$ cat src/rtl/sub_test_pkg.sv
// Shared definitions for the radix-4 signed-digit subtractor test sequencer:
// digit geometry, vector widths, sequencer state encoding and small helpers.
package sub_test_pkg;

  localparam int DIGIT_W    = 3;
  localparam int N_DIGITS   = 6;
  localparam int RADIX      = 4;
  localparam int RES_DIGITS = N_DIGITS + 1;
  localparam int OP_W       = DIGIT_W * N_DIGITS;    // 18-bit operands
  localparam int RES_W      = DIGIT_W * RES_DIGITS;  // 21-bit results
  localparam int VAL_W      = 16;                    // holds +/-16383 with margin
  localparam int IDX_W      = 4;
  localparam int CNT_W      = 5;

  localparam logic [CNT_W-1:0] CNT_ZERO = {CNT_W{1'b0}};
  localparam logic [CNT_W-1:0] CNT_ONE  = {{(CNT_W-1){1'b0}}, 1'b1};
  localparam logic [CNT_W-1:0] CNT_MAX  = 5'd16;

  typedef enum logic [2:0] {
    IDLE  = 3'd0,
    LOAD  = 3'd1,
    ISSUE = 3'd2,
    WAIT  = 3'd3,
    DONE  = 3'd4
  } seq_state_e;

  // Sign-extend one signed digit and scale it by RADIX^pos.
  function automatic logic signed [VAL_W-1:0] sd_digit_weight(
    input logic [DIGIT_W-1:0] digit,
    input int                 pos
  );
    logic signed [VAL_W-1:0] ext;
    ext = {{(VAL_W-DIGIT_W){digit[DIGIT_W-1]}}, digit};
    return ext <<< ($clog2(RADIX) * pos);
  endfunction

  // Counter increment that sticks at the maximum instead of wrapping.
  function automatic logic [CNT_W-1:0] sat_inc(input logic [CNT_W-1:0] cnt);
    logic [CNT_W-1:0] res;
    if (cnt == CNT_MAX) begin
      res = cnt;
    end else begin
      res = cnt + CNT_ONE;
    end
    return res;
  endfunction

endpackage

$ cat src/rtl/sd_value_r4.sv
// Combinational converter: a RES_DIGITS-long radix-4 signed-digit vector
// (digit 0 in the low bits) to its two's-complement value.
module sd_value_r4
  import sub_test_pkg::*;
(
  input  logic [RES_W-1:0]        i_digits,
  output logic signed [VAL_W-1:0] o_value
);

  logic signed [VAL_W-1:0] w_acc;

  // Accumulate digit_i * 4^i over all digits.
  always_comb begin
    w_acc = {VAL_W{1'b0}};
    for (int i = 0; i < RES_DIGITS; i++) begin
      w_acc = w_acc + sd_digit_weight(i_digits[i*DIGIT_W +: DIGIT_W], i);
    end
  end

  assign o_value = w_acc;

endmodule

$ cat src/rtl/sub_test_sequencer_r4_n6.sv
// Run controller for the radix-4, 6-digit signed-digit subtractor: walks the
// vector ROM, hands each x/y pair to the DUT over valid/ready, collects the
// result and keeps pass/fail statistics for the run.
// Optional build macro SUB_SEQ_VALUE_CMP_EN: compare results by numeric value
// (two sd_value_r4 converters) so redundant digit encodings are accepted;
// without it the result must match the expected vector bit for bit.
module sub_test_sequencer_r4_n6
  import sub_test_pkg::*;
#(
  parameter int NUM_TESTS = 10,
  parameter int TIMEOUT   = 15
) (
  input  logic             i_clk,
  input  logic             i_rst,
  input  logic             i_start,
  output logic [IDX_W-1:0] o_test_select,
  input  logic [OP_W-1:0]  i_rom_x,
  input  logic [OP_W-1:0]  i_rom_y,
  input  logic [RES_W-1:0] i_rom_z,
  output logic             o_op_valid,
  input  logic             i_op_ready,
  output logic [OP_W-1:0]  o_op_x,
  output logic [OP_W-1:0]  o_op_y,
  input  logic             i_res_valid,
  input  logic [RES_W-1:0] i_res_z,
  output logic             o_busy,
  output logic             o_done,
  output logic             o_pass,
  output logic [CNT_W-1:0] o_pass_count,
  output logic [CNT_W-1:0] o_fail_count,
  output logic [IDX_W-1:0] o_first_fail,
  output logic             o_timeout_flag
);

  localparam int TMR_W = (TIMEOUT > 1) ? $clog2(TIMEOUT) : 1;
  localparam logic [TMR_W-1:0] TMR_LAST = TMR_W'(TIMEOUT - 1);
  localparam logic [TMR_W-1:0] TMR_ZERO = {TMR_W{1'b0}};
  localparam logic [TMR_W-1:0] TMR_ONE  = {{(TMR_W-1){1'b0}}, 1'b1};
  localparam logic [IDX_W-1:0] IDX_LAST = IDX_W'(NUM_TESTS - 1);
  localparam logic [IDX_W-1:0] IDX_ZERO = {IDX_W{1'b0}};
  localparam logic [IDX_W-1:0] IDX_ONE  = {{(IDX_W-1){1'b0}}, 1'b1};
  localparam logic [IDX_W-1:0] FF_NONE  = {IDX_W{1'b1}};

  seq_state_e       r_state,        w_state;
  logic [IDX_W-1:0] r_index,        w_index;
  logic [TMR_W-1:0] r_timer,        w_timer;
  logic [OP_W-1:0]  r_op_x,         w_op_x;
  logic [OP_W-1:0]  r_op_y,         w_op_y;
  logic [RES_W-1:0] r_exp_z,        w_exp_z;
  logic             r_op_valid,     w_op_valid;
  logic             r_busy,         w_busy;
  logic             r_done,         w_done;
  logic             r_pass,         w_pass;
  logic [CNT_W-1:0] r_pass_count,   w_pass_count;
  logic [CNT_W-1:0] r_fail_count,   w_fail_count;
  logic [IDX_W-1:0] r_first_fail,   w_first_fail;
  logic             r_timeout_flag, w_timeout_flag;

  logic w_match;
  logic w_verdict;
  logic w_failed;

`ifdef SUB_SEQ_VALUE_CMP_EN
  logic signed [VAL_W-1:0] w_res_value;
  logic signed [VAL_W-1:0] w_exp_value;

  sd_value_r4 u_res_value (
    .i_digits (i_res_z),
    .o_value  (w_res_value)
  );

  sd_value_r4 u_exp_value (
    .i_digits (r_exp_z),
    .o_value  (w_exp_value)
  );

  assign w_match = (w_res_value == w_exp_value);
`else
  assign w_match = (i_res_z == r_exp_z);
`endif

  // Next-state and next-output logic for the run sequencer.
  always_comb begin
    w_state        = r_state;
    w_index        = r_index;
    w_timer        = r_timer;
    w_op_x         = r_op_x;
    w_op_y         = r_op_y;
    w_exp_z        = r_exp_z;
    w_op_valid     = r_op_valid;
    w_busy         = r_busy;
    w_done         = 1'b0;
    w_pass         = r_pass;
    w_pass_count   = r_pass_count;
    w_fail_count   = r_fail_count;
    w_first_fail   = r_first_fail;
    w_timeout_flag = r_timeout_flag;
    w_verdict      = 1'b0;
    w_failed       = 1'b0;

    case (r_state)
      IDLE: begin
        if (i_start) begin
          w_pass_count   = CNT_ZERO;
          w_fail_count   = CNT_ZERO;
          w_pass         = 1'b0;
          w_timeout_flag = 1'b0;
          w_first_fail   = FF_NONE;
          w_index        = IDX_ZERO;
          w_busy         = 1'b1;
          w_state        = LOAD;
        end else begin
          w_state = IDLE;
        end
      end

      LOAD: begin
        w_op_x     = i_rom_x;
        w_op_y     = i_rom_y;
        w_exp_z    = i_rom_z;
        w_op_valid = 1'b1;
        w_state    = ISSUE;
      end

      ISSUE: begin
        if (r_op_valid && i_op_ready) begin
          w_op_valid = 1'b0;
          w_timer    = TMR_ZERO;
          w_state    = WAIT;
        end else begin
          w_state = ISSUE;
        end
      end

      WAIT: begin
        // A result arriving on the expiry cycle wins over the timeout.
        if (i_res_valid) begin
          w_verdict = 1'b1;
          w_failed  = ~w_match;
        end else if (r_timer == TMR_LAST) begin
          w_verdict      = 1'b1;
          w_failed       = 1'b1;
          w_timeout_flag = 1'b1;
        end else begin
          w_timer = r_timer + TMR_ONE;
        end

        if (w_verdict) begin
          if (w_failed) begin
            w_fail_count = sat_inc(r_fail_count);
            if (r_fail_count == CNT_ZERO) begin
              w_first_fail = r_index;
            end else begin
              w_first_fail = r_first_fail;
            end
          end else begin
            w_pass_count = sat_inc(r_pass_count);
          end

          if (r_index == IDX_LAST) begin
            w_done  = 1'b1;
            w_busy  = 1'b0;
            w_pass  = (w_fail_count == CNT_ZERO);
            w_state = DONE;
          end else begin
            w_index = r_index + IDX_ONE;
            w_state = LOAD;
          end
        end else begin
          w_state = WAIT;
        end
      end

      DONE: begin
        w_state = IDLE;
      end

      default: begin
        w_op_valid = 1'b0;
        w_busy     = 1'b0;
        w_state    = IDLE;
      end
    endcase
  end

  // State and output registers with synchronous reset.
  always_ff @(posedge i_clk) begin
    if (i_rst) begin
      r_state        <= IDLE;
      r_index        <= IDX_ZERO;
      r_timer        <= TMR_ZERO;
      r_op_x         <= {OP_W{1'b0}};
      r_op_y         <= {OP_W{1'b0}};
      r_exp_z        <= {RES_W{1'b0}};
      r_op_valid     <= 1'b0;
      r_busy         <= 1'b0;
      r_done         <= 1'b0;
      r_pass         <= 1'b0;
      r_pass_count   <= CNT_ZERO;
      r_fail_count   <= CNT_ZERO;
      r_first_fail   <= FF_NONE;
      r_timeout_flag <= 1'b0;
    end else begin
      r_state        <= w_state;
      r_index        <= w_index;
      r_timer        <= w_timer;
      r_op_x         <= w_op_x;
      r_op_y         <= w_op_y;
      r_exp_z        <= w_exp_z;
      r_op_valid     <= w_op_valid;
      r_busy         <= w_busy;
      r_done         <= w_done;
      r_pass         <= w_pass;
      r_pass_count   <= w_pass_count;
      r_fail_count   <= w_fail_count;
      r_first_fail   <= w_first_fail;
      r_timeout_flag <= w_timeout_flag;
    end
  end

  assign o_test_select  = r_index;
  assign o_op_valid     = r_op_valid;
  assign o_op_x         = r_op_x;
  assign o_op_y         = r_op_y;
  assign o_busy         = r_busy;
  assign o_done         = r_done;
  assign o_pass         = r_pass;
  assign o_pass_count   = r_pass_count;
  assign o_fail_count   = r_fail_count;
  assign o_first_fail   = r_first_fail;
  assign o_timeout_flag = r_timeout_flag;

endmodule

$ cat config.mk
export PLATFORM = sky130hd
export DESIGN_NAME = sub_test_sequencer_r4_n6
export DESIGN_NICKNAME = d
export VERILOG_FILES = /design/src/rtl/sub_test_pkg.sv /design/src/rtl/sd_value_r4.sv /design/src/rtl/sub_test_sequencer_r4_n6.sv
export SDC_FILE = /design/constraint.sdc
export NUM_CORES = 1
export LEC_CHECK = 0
export ABC_CLOCK_PERIOD_IN_PS = 2800
export BUFFER_PORTS_ARGS = -buffer_cell sky130_fd_sc_hd__buf_2
export CELL_PAD_IN_SITES_DETAIL_PLACEMENT = 1
export CELL_PAD_IN_SITES_GLOBAL_PLACEMENT = 1
export CORE_MARGIN = 1
export CORE_UTILIZATION = 35
export DETAILED_ROUTE_END_ITERATION = 8
export GPL_ROUTABILITY_DRIVEN = 0
export PLACE_DENSITY = 0.86
export SLEW_MARGIN = 0
export SYNTH_ARGS = -nofsm -noshare
export SYNTH_HDL_FRONTEND = slang
export SYNTH_SLANG_ARGS = --single-unit
$ cat constraint.sdc
create_clock -name i_clk -period 2.8 [get_ports i_clk]
set_input_delay 0.14 -clock i_clk [delete_from_list [all_inputs] [get_ports i_clk]]
set_output_delay 0.14 -clock i_clk [all_outputs]
set_load 0.01 [all_outputs]
==> impl_metrics.toml <==
[run_status]
run_status = "finished clean"

[detailed_routing]
dr.pass1.iters = 5
vias_per_cell = 5.134
vias = 4015
drtIter0Drc = 166
wl_per_cell_um = 16.88
drc = 0
finalWirelength_um = 13200
ant_nets = 0

[setup_path]
crit_path_end_kind = "flop"
cp.required_ns = 3.06
critPathKind = "flop to flop"
cp_data_arrival_time_ns = 2.59
startpoint_type = "flop"
path_max_fanout = 13

[logic_synthesis]
synthArstFlopShare_pct = 0
synth_edf_count = 0
synth.area.top_cells = "dfxtp_1 (46%), nand2_1 (13%), a21oi_1 (8.9%), xor2_1 (5.8%), ha_1 (2.7%)"
ys_warn_count = 0
ys.flop_type = "dfxtp_1"
synthDistinctLibCells = 49
synth_most_common_cell = "nand2_1"
synthAdderAreaFrac_pct = 2.657
syn_inst = 468
muxShareOfSynthArea_pct = 0.7971
syn-cell-area_um2 = 3767
synth_common_cells = "nand2_1 (126), dfxtp_1 (87), a21oi_1 (67)"
synthXorXnorAreaFrac_pct = 6.742
yosysSeqAreaShare_pct = 46.23
synth-compound-area-share_pct = 14.75
syn-num-nets = 559
synthSimpleGateAreaFrac_pct = 24.68
netlist.area_leader.share_pct = 46.23
avgSynthCellArea_um2 = 8.050
yosysTopAreaCell = "dfxtp_1"
ys_ff_latch = 87
synth_top_family_by_area = "simple AND/OR/NAND/NOR gates"

[timing]
max_freq_ghz = 0.4288
finalSetupTns_ns = 0
setup_violations = 0
hold_violations = 0
timing.final.ws_setup_ns = 0.4681
slew_headroom_pct = 47.62
fin_crit_ns = 2.332
whs_ns = 0.009139
post-route-period-util_pct = 83.28
worst-slew-pin-transition_ns = 0.7857
skew_ns = 0.009928
drv_slew = 0
rsz0062_at_grt = "false"

[flow_run]
drv_cap = 0

[cells_and_area]
antenna_cells = 0
multi_input_area_um2 = 1873
n_fill_cell = 1304
final-seq-area_um2 = 1742
design_area_um2 = 5197
final_layout_size_suffix_gt1_share_pct = 25.85
nets = 732
areaGrowthSynthToFinish_pct = 37.96

[clock_network]
clockRootBuffer = "clkbuf_8"
clockBufferDepth = 2
cts_htree_levels = 3
cts.sinks = 87
cts_setup_buffers = 0
insertion_delay_ns = 0.37
cts_buffers = 9
clk_pin_slew_worst_paths_ns = 0.09
cts_tree = "built"

[grt]
grt_pass1_wl_um = 20760
busiest_layer = "met2"
grt_max_degree = 58
grt_overflow = 0
globalRouteTotalUtil_pct = 23.82
use_met2_pct = 42.39
antenna_found_initial = 0
grt_use_met3_pct = 5.937
grt_use_met1_pct = 25.44
grt_pass1_vias = 4319

[pwr]
powerDensity_nw_per_um2 = 494.8
total_power_mw = 2.572
leakage_nw = 2.315
irDropWorstVdd_v = 0.0002521

[placed_design]
placed_area_um2 = 4562
io_buffers = 141
dp_slack_ns = 0.5056
hpwl_um = 8167

[die]
rows = 37
die_w_um = 105.8
coreArea_um2 = 10370
dieArea_um2 = 11180
die_h_um = 105.8
io-pin-count = 142
start_util_pct = 36.33

[hold_path]
hp-class = "input pin to flop"
logic make-up after synthesis:
| logic type | after synthesis |
|---|---|
| fa+ha+maj | 8 |
| xor+xnor | 29 |
| compound gates | 95 |
| mux | 3 |
| simple gates | 207 |
| buf+inv | 39 |
| flops | 87 |
through the flow:
step / instances / utilization (%)
2_1_floorplan: 468 / -
3_3_place_gp: 721 / 43.99
3_5_place_dp: 721 / 43.99
5_1_grt: 782 / 50.12
6_report: 782 / 50.12
4_1_cts: 781 / 50.02
per-layer routing:
| layer | vias to the layer above | routed length, um |
|---|---|---|
| li1 | 1929 | - |
| met1 | 1902 | 5134 |
| met2 | 141 | 6829 |
| met3 | 43 | 706 |
| met4 | 0 | 527 |
| met5 | - | 0 |
registers in the layout, indices dropped and copies added (netlist names), 3 cells and up:
register and flops:
o_fail_count 5, o_first_fail 4, o_op_x 18, o_op_y 18, o_pass_count 5, o_test_select 4, r_exp_z 21, r_state 3
r_timer 4
power by group:
part	leakage, nW	switching, mW	internal [mW]
clock network	0.0926	0.479	0.373
logic	1.52	0.213	0.175
registers	0.707	0.0419	1.29
total	2.31	0.734	1.84
layout make-up:
class / instances / area share [%]
Sequential cell: 87 / 33.51
Tap cell: 136 / 3.274
Multi-Input combinational cell: 342 / 36.04
Clock inverter: 4 / 0.5778
Clock buffer: 12 / 2.985
Timing Repair Buffer: 190 / 22.82
Inverter: 11 / 0.7944
path summary, 6_finish.rpt:
check | start | endpoint | slack [ns] | depth (start not counted)
setup / recovery | r_exp_z[1] | o_first_fail[3] | 0.47 | 7
hold / removal | i_rom_z[13] | r_exp_z[13] | 0.009 | 3
setup reg to reg | r_exp_z[1] | o_first_fail[3] | 0.47 | 7
hold reg to reg | o_op_x[13] | o_op_x[13] | 0.46 | 2
worst max-delay path: stages (launching register included):
cell and delay [ns]:
dfxtp_1 0.34, xor2_1 0.16, nor4_1 0.40, nand4_1 0.17, nor2_2 0.51, or3_1 0.20, a21oi_1 0.12, o32a_1 0.31
placed cells by master, fill, tap and decap left out, drive strengths merged, types with 8 or more instances in the layout:
cell | Yosys | final
xor2 | 25 | 25
nand3 | 10 | 10
nor2 | 26 | 26
buf | 7 | 145
inv | 11 | 11
a21oi | 67 | 67
ha | 8 | 8
clkbuf | 21 | 12
dfxtp | 87 | 87
dlygate4sd3 | 0 | 45
nand2 | 126 | 126
repair_timing:
action / CTS / global route
hold buffers: 44 / 1
hold endpoints to repair: 44 / 1
resized for setup: 0 / 0
Note: power is estimated with default switching activity, not from simulation.
